--- config.mk ---
export PLATFORM = sky130hd
export DESIGN_NAME = imm_gen_pipe
export DESIGN_NICKNAME = d
export VERILOG_FILES = /design/src/rtl/imm_gen_pipe_pkg.sv /design/src/rtl/imm_gen_pipe_field_ext.sv /design/src/rtl/imm_gen_pipe.sv
export SDC_FILE = /design/constraint.sdc
export NUM_CORES = 1
export LEC_CHECK = 0
export BUFFER_PORTS_ARGS = -buffer_cell sky130_fd_sc_hd__buf_4
export CAP_MARGIN = 5
export CORE_ASPECT_RATIO = 1.5
export CORE_MARGIN = 10
export CORE_UTILIZATION = 59
export DETAILED_ROUTE_END_ITERATION = 12
export GPL_ROUTABILITY_DRIVEN = 0
export PLACE_DENSITY_LB_ADDON = 0.2
export SLEW_MARGIN = 40
export SYNTH_ARGS = -nofsm -noshare
export SYNTH_HDL_FRONTEND = slang
export SYNTH_SLANG_ARGS = --single-unit
export TNS_END_PERCENT = 1
--- constraint.sdc ---
create_clock -name clk -period 5.8 [get_ports clk]
set_clock_uncertainty 0.05 [all_clocks]
set_input_delay 1.16 -clock clk [delete_from_list [all_inputs] [get_ports clk]]
set_output_delay 1.16 -clock clk [all_outputs]
set_load 0.05 [all_outputs]
--- src/rtl/imm_gen_pipe_pkg.sv ---
// Shared definitions for the immediate generator: mode encodings, field widths
// and per-mode shift / zero-extend lookups.
package imm_gen_pipe_pkg;

  typedef enum logic [2:0] {
    MODE_IMM5  = 3'd0,
    MODE_BOFF6 = 3'd1,
    MODE_PC9   = 3'd2,
    MODE_PC11  = 3'd3,
    MODE_OFF6  = 3'd4,
    MODE_TRAP8 = 3'd5,
    MODE_RSV6  = 3'd6,
    MODE_RSV7  = 3'd7
  } mode_e;

  localparam int FW_IMM5  = 5;
  localparam int FW_BOFF6 = 6;
  localparam int FW_PC9   = 9;
  localparam int FW_PC11  = 11;
  localparam int FW_OFF6  = 6;
  localparam int FW_TRAP8 = 8;

  // Shifted modes are also the only ones where the LSB force applies.
  function automatic logic mode_shift(input mode_e m);
    return (m inside {MODE_PC9, MODE_PC11, MODE_OFF6, MODE_TRAP8});
  endfunction

  function automatic logic mode_zext(input mode_e m);
    return (m == MODE_TRAP8);
  endfunction

  function automatic logic mode_reserved(input mode_e m);
    return (m inside {MODE_RSV6, MODE_RSV7});
  endfunction

endpackage

--- src/rtl/imm_gen_pipe_field_ext.sv ---
// Combinational field select, sign/zero extension, optional shift-by-1 and
// LSB force for one instruction word.
module imm_field_ext
  import imm_gen_pipe_pkg::*;
#(
  parameter int DATA_W  = 16,
  parameter int INSTR_W = 16
) (
  input  logic [INSTR_W-1:0] instr,
  input  logic [2:0]         mode,
  input  logic               set_lsb,
  output logic [DATA_W-1:0]  ext,
  output logic               err
);

  mode_e             m;
  logic              zext;
  logic              fill;
  logic [DATA_W-1:0] raw;

  assign m    = mode_e'(mode);
  assign zext = mode_zext(m);

  always_comb begin
    raw  = '0;
    fill = 1'b0;
    err  = mode_reserved(m);
    case (m)
      MODE_IMM5: begin
        fill = !zext && instr[FW_IMM5-1];
        raw  = {{(DATA_W-FW_IMM5){fill}}, instr[FW_IMM5-1:0]};
      end
      MODE_BOFF6: begin
        fill = !zext && instr[FW_BOFF6-1];
        raw  = {{(DATA_W-FW_BOFF6){fill}}, instr[FW_BOFF6-1:0]};
      end
      MODE_PC9: begin
        fill = !zext && instr[FW_PC9-1];
        raw  = {{(DATA_W-FW_PC9){fill}}, instr[FW_PC9-1:0]};
      end
      MODE_PC11: begin
        fill = !zext && instr[FW_PC11-1];
        raw  = {{(DATA_W-FW_PC11){fill}}, instr[FW_PC11-1:0]};
      end
      MODE_OFF6: begin
        fill = !zext && instr[FW_OFF6-1];
        raw  = {{(DATA_W-FW_OFF6){fill}}, instr[FW_OFF6-1:0]};
      end
      MODE_TRAP8: begin
        fill = !zext && instr[FW_TRAP8-1];
        raw  = {{(DATA_W-FW_TRAP8){fill}}, instr[FW_TRAP8-1:0]};
      end
      default: raw = '0;
    endcase
  end

  // The shift vacates bit 0, so forcing the LSB is just filling it with set_lsb.
  always_comb begin
    ext = raw;
    if (mode_shift(m)) begin
      ext = {raw[DATA_W-2:0], set_lsb};
    end
  end

  generate
    if (INSTR_W > FW_PC11) begin : g_hi_bits
      logic unused_instr_hi;
      assign unused_instr_hi = ^instr[INSTR_W-1:FW_PC11];
    end
  endgenerate

endmodule

--- src/rtl/imm_gen_pipe.sv ---
// Two-stage immediate/offset generator: s1 holds the extended field, s2 holds
// the final (optionally base-added) result presented to the consumer.
module imm_gen_pipe
  import imm_gen_pipe_pkg::*;
#(
  parameter int DATA_W  = 16,
  parameter int INSTR_W = 16
) (
  input  logic               clk,
  input  logic               reset,
  input  logic               in_valid,
  output logic               in_ready,
  input  logic [INSTR_W-1:0] in_instr,
  input  logic [2:0]         in_mode,
  input  logic               in_set_lsb,
  input  logic               in_add_base,
  input  logic [DATA_W-1:0]  in_base,
  output logic               out_valid,
  input  logic               out_ready,
  output logic [DATA_W-1:0]  out_data,
  output logic               out_carry,
  output logic               out_err
);

  // Handshake: a transfer happens on a rising edge where valid && ready; a
  // producer holds valid and payload until that edge, and ready may depend
  // combinationally on the downstream ready (no skid buffer).

  logic [DATA_W-1:0] f_ext;
  logic              f_err;

  imm_field_ext #(
    .DATA_W  (DATA_W),
    .INSTR_W (INSTR_W)
  ) u_field_ext (
    .instr   (in_instr),
    .mode    (in_mode),
    .set_lsb (in_set_lsb),
    .ext     (f_ext),
    .err     (f_err)
  );

  logic              s1_valid;
  logic [DATA_W-1:0] s1_ext;
  logic              s1_err;
  logic              s1_add_base;
  logic [DATA_W-1:0] s1_base;

  logic              s2_valid;
  logic              s2_adv;
  logic [DATA_W:0]   sum;

  assign s2_adv    = !s2_valid || out_ready;
  assign in_ready  = !s1_valid || s2_adv;
  assign out_valid = s2_valid;

  // Reserved modes extend to zero, so the add naturally yields the base.
  assign sum = {1'b0, s1_ext} + {1'b0, s1_base};

  always_ff @(posedge clk) begin
    if (reset) begin
      s1_valid    <= 1'b0;
      s1_ext      <= '0;
      s1_err      <= 1'b0;
      s1_add_base <= 1'b0;
      s1_base     <= '0;
      s2_valid    <= 1'b0;
      out_data    <= '0;
      out_carry   <= 1'b0;
      out_err     <= 1'b0;
    end else begin
      if (s2_adv) begin
        s2_valid <= s1_valid;
        if (s1_valid) begin
          out_data  <= s1_add_base ? sum[DATA_W-1:0] : s1_ext;
          out_carry <= s1_add_base && sum[DATA_W];
          out_err   <= s1_err;
        end
      end
      if (in_ready) begin
        s1_valid <= in_valid;
        if (in_valid) begin
          s1_ext      <= f_ext;
          s1_err      <= f_err;
          s1_add_base <= in_add_base;
          s1_base     <= in_base;
        end
      end
    end
  end

endmodule

==> flow_metrics.env <==
export IMPL_path_depth=4
export IMPL_synthFlopType="dfxtp_1"
export IMPL_cp_slowest_cell="nor2b_1"
export IMPL_power_uw=806
export IMPL_ys_seq_elements=51
export IMPL_timing_final_max_slew_violations=0
export IMPL_critPathLaunchType="input pin"
export IMPL_die_area_um2=8160
export IMPL_critPathKind="input pin to output pin"
export IMPL_clk_pin_slew_ns=0.10
export IMPL_clock_latency_ns=0.31
export IMPL_pwr_share_clk_pct=31.1
export IMPL_diodes=0
export IMPL_drive_above_1_share_pct=18.3
export IMPL_critPathRequiredTime_ns=4.59
export IMPL_p_comb_share_pct=21.0
export IMPL_max_freq_mhz=329
export IMPL_tightestPinTransition_ns=0.826
export IMPL_cp_end_kind="output pin"
export IMPL_drt_iter0_drc=217
export IMPL_grt_start_max_net_pins=49
export IMPL_intPower_uw=566
export IMPL_wl_per_cell_um=15.8
export IMPL_synthArstFlopShare_pct=0
export IMPL_synth_top_cell_area_share_pct=35.3
export IMPL_core_area_um2=4810
export IMPL_p_switching_uw=240
export IMPL_synth_area_leaders="dfxtp_1 (35%), a21oi_1 (9.2%), nand2_1 (7.7%)"
export IMPL_r2r_start="s1_ext[0]$_SDFFE_PP0P_"
export IMPL_grt_pass1_vias=2752
export IMPL_leakagePower_nw=1.48
export IMPL_hpwl_um=5500
export IMPL_synth_area_um2=2890
export IMPL_synth_cells=357
export IMPL_yosys_top_cells_count="nand2_1 (59), a21oi_1 (53), dfxtp_1 (51)"
export IMPL_cp_buffers_inverters=2
export IMPL_die_w_um=77.2
export IMPL_path_cells="buf_4 > nor2b_1 > nand2_1 > buf_4"
export IMPL_worstSetupStartpoint="out_ready"
export IMPL_power_density_nw_per_um2=237
export IMPL_timing_final_crit_share_pct=52.4
export IMPL_holdCritStartpoint="s1_err$_SDFFE_PP0P_"
export IMPL_syn_num_nets=415
export IMPL_grt_busiest_layer="met2"
export IMPL_viasPerCell=5.93
export IMPL_setup_violations=0
export IMPL_hold_depth=2
export IMPL_maxCapViolations=0
export IMPL_cts_sinks=51
export IMPL_grt_first_pass_wirelength_um=12100
export IMPL_tritoncts="done"
export IMPL_synth_edff_count=0
export IMPL_final_setup_tns_ns=0
export IMPL_r2r_cells=8
export IMPL_max_stage_delay_ns=0.21
export IMPL_grtUsageMet1_pct=17.7
export IMPL_hold_class="flip-flop to flip-flop"
export IMPL_critical_path_most_common_cell="buf_4"
export IMPL_cts_root_buf="clkbuf_8"
export IMPL_synth_top_cell_by_area="dfxtp_1"
export IMPL_syn_avg_cell_area_um2=8.10
export IMPL_overflow=0
export IMPL_status="finished clean"
export IMPL_ys_types=50
export IMPL_cp_arrival_ns=1.83
export IMPL_yosysMostFrequentCell="nand2_1"
export IMPL_clockBufferDepth=2
export IMPL_fin_util_pct=70.6
export IMPL_htree_levels=2
export IMPL_min_period_ns=3.04
export IMPL_cts_resized_gates=0
export IMPL_hold_viol_final=0
export IMPL_route_detailed_drc=0
export IMPL_drt_antenna_violating_nets=0
export IMPL_postRouteWirelength_um=7350
export IMPL_grt_use_total_pct=17.4
export IMPL_ys_warn_count=0
export IMPL_area_delta_synth_final_pct=17.4
export IMPL_critical_path_top_delay_family="simple AND/OR/NAND/NOR gates"
export IMPL_antenna_found_initial=0
export IMPL_met3_usage_pct=3.66
export IMPL_slew_limit_headroom_pct=44.8
export IMPL_ctsHoldBuffers=0
export IMPL_whs_ns=0.407
export IMPL_numPlacedInstances=457
export IMPL_post_cts_buffers=0
export IMPL_rsz0062_at_grt="false"
export IMPL_first_pass_iters=4
export IMPL_yosysSeqAreaShare_pct=35.3
export IMPL_boundaryPins=61
export IMPL_vias=2759
export IMPL_ir_drop_mv=0.179
export IMPL_seq_power_share_pct=47.9
export IMPL_numPortBuffers=55
export IMPL_nets=456
export IMPL_rows=31
export IMPL_p_sw_share_pct=29.7
export IMPL_path_max_fanout=3
export IMPL_stdcell_count=465
export IMPL_start_util_pct=60.1
export IMPL_cts_buffers=5
export IMPL_die_h_um=106
export IMPL_grt_util_met2_pct=33.0
[final timing paths]
| kind | slack [ns] | end |
|---|---|---|
| max | 2.76 | in_ready |
| min | 0.41 | out_err$_SDFFE_PP0P_ |
| max reg2reg | 3.38 | out_data[8]$_SDFFE_PP0P_ |
| min reg2reg | 0.41 | out_err$_SDFFE_PP0P_ |
[stage by stage]
| step | cell area, um2 | setup WS [ns] |
|---|---|---|
| finish | 3390 | 2.76 |
| global route | 3390 | 2.70 |
| CTS | 3390 | 2.77 |
| detailed placement | 3280 | 2.77 |
| global placement | 3280 | 2.79 |
| floorplan | 2890 | 2.94 |
[flip-flops by register name, indices dropped and copies added (netlist names)]
name / count
s1_err: 1
out_err: 1
s1_valid: 1
out_data: 16
out_valid: 1
s1_base: 16
out_carry: 1
s1_add_base: 1
s1_ext: 13
[metal layers]
| layer | vias up | share of wire, % |
|---|---|---|
| met5 | - | 0 |
| met4 | 0 | 2.1 |
| met3 | 14 | 4.8 |
| met2 | 71 | 54 |
| met1 | 1308 | 40 |
| li1 | 1366 | - |
[cell usage in the layout (no fill, tap or decap), types with 7 or more instances in the layout]
| cell | n |
|---|---|
| a21oi_1 | 52 |
| a31oi_1 | 9 |
| nor2_1 | 26 |
| mux2i_1 | 11 |
| a211oi_1 | 11 |
| o21ai_0 | 14 |
| dfxtp_1 | 51 |
| ha_1 | 16 |
| buf_4 | 56 |
| a21o_1 | 7 |
| xnor2_1 | 7 |
| nand2_1 | 58 |
[cell type report]
class / count / area [um2]
Fill cell: 429 / 1420
Inverter: 6 / 22.5
Tap cell: 66 / 82.6
Timing Repair Buffer: 56 / 420
Clock buffer: 5 / 68.8
Sequential cell: 51 / 1020
Multi-Input combinational cell: 278 / 1730
Clock inverter: 3 / 43.8
[power by group through the flow]
stage	sequential, mW	combinational (mW)	clock, mW
floorplan	0.408	0.103	0
global placement	0.393	0.163	0
detailed placement	0.394	0.168	0
CTS	0.386	0.169	0.252
global route	0.389	0.184	0.267
finish	0.386	0.169	0.251
[worst reg2reg max path: stages (launching register included)]
cell and delay [ns]:
dfxtp_1 0.34, ha_1 0.23, fa_1 0.44, a211oi_1 0.31
o21a_1 0.22, a21oi_4 0.06, xnor2_1 0.14, a2111oi_1 0.43
a31o_1 0.14
[cells by family after synthesis]
logic type               share of synthesized area (%)
AND/OR/NAND/NOR                                   17.0
AO/OA/AOI/OAI                                     27.0
buffers and inverters                             4.93
adder cells (fa/ha/maj)                           7.62
XOR/XNOR                                          3.94
flip-flops                                        35.3
multiplexers                                      4.20
No activity file was read; power rests on OpenSTA's default activity.
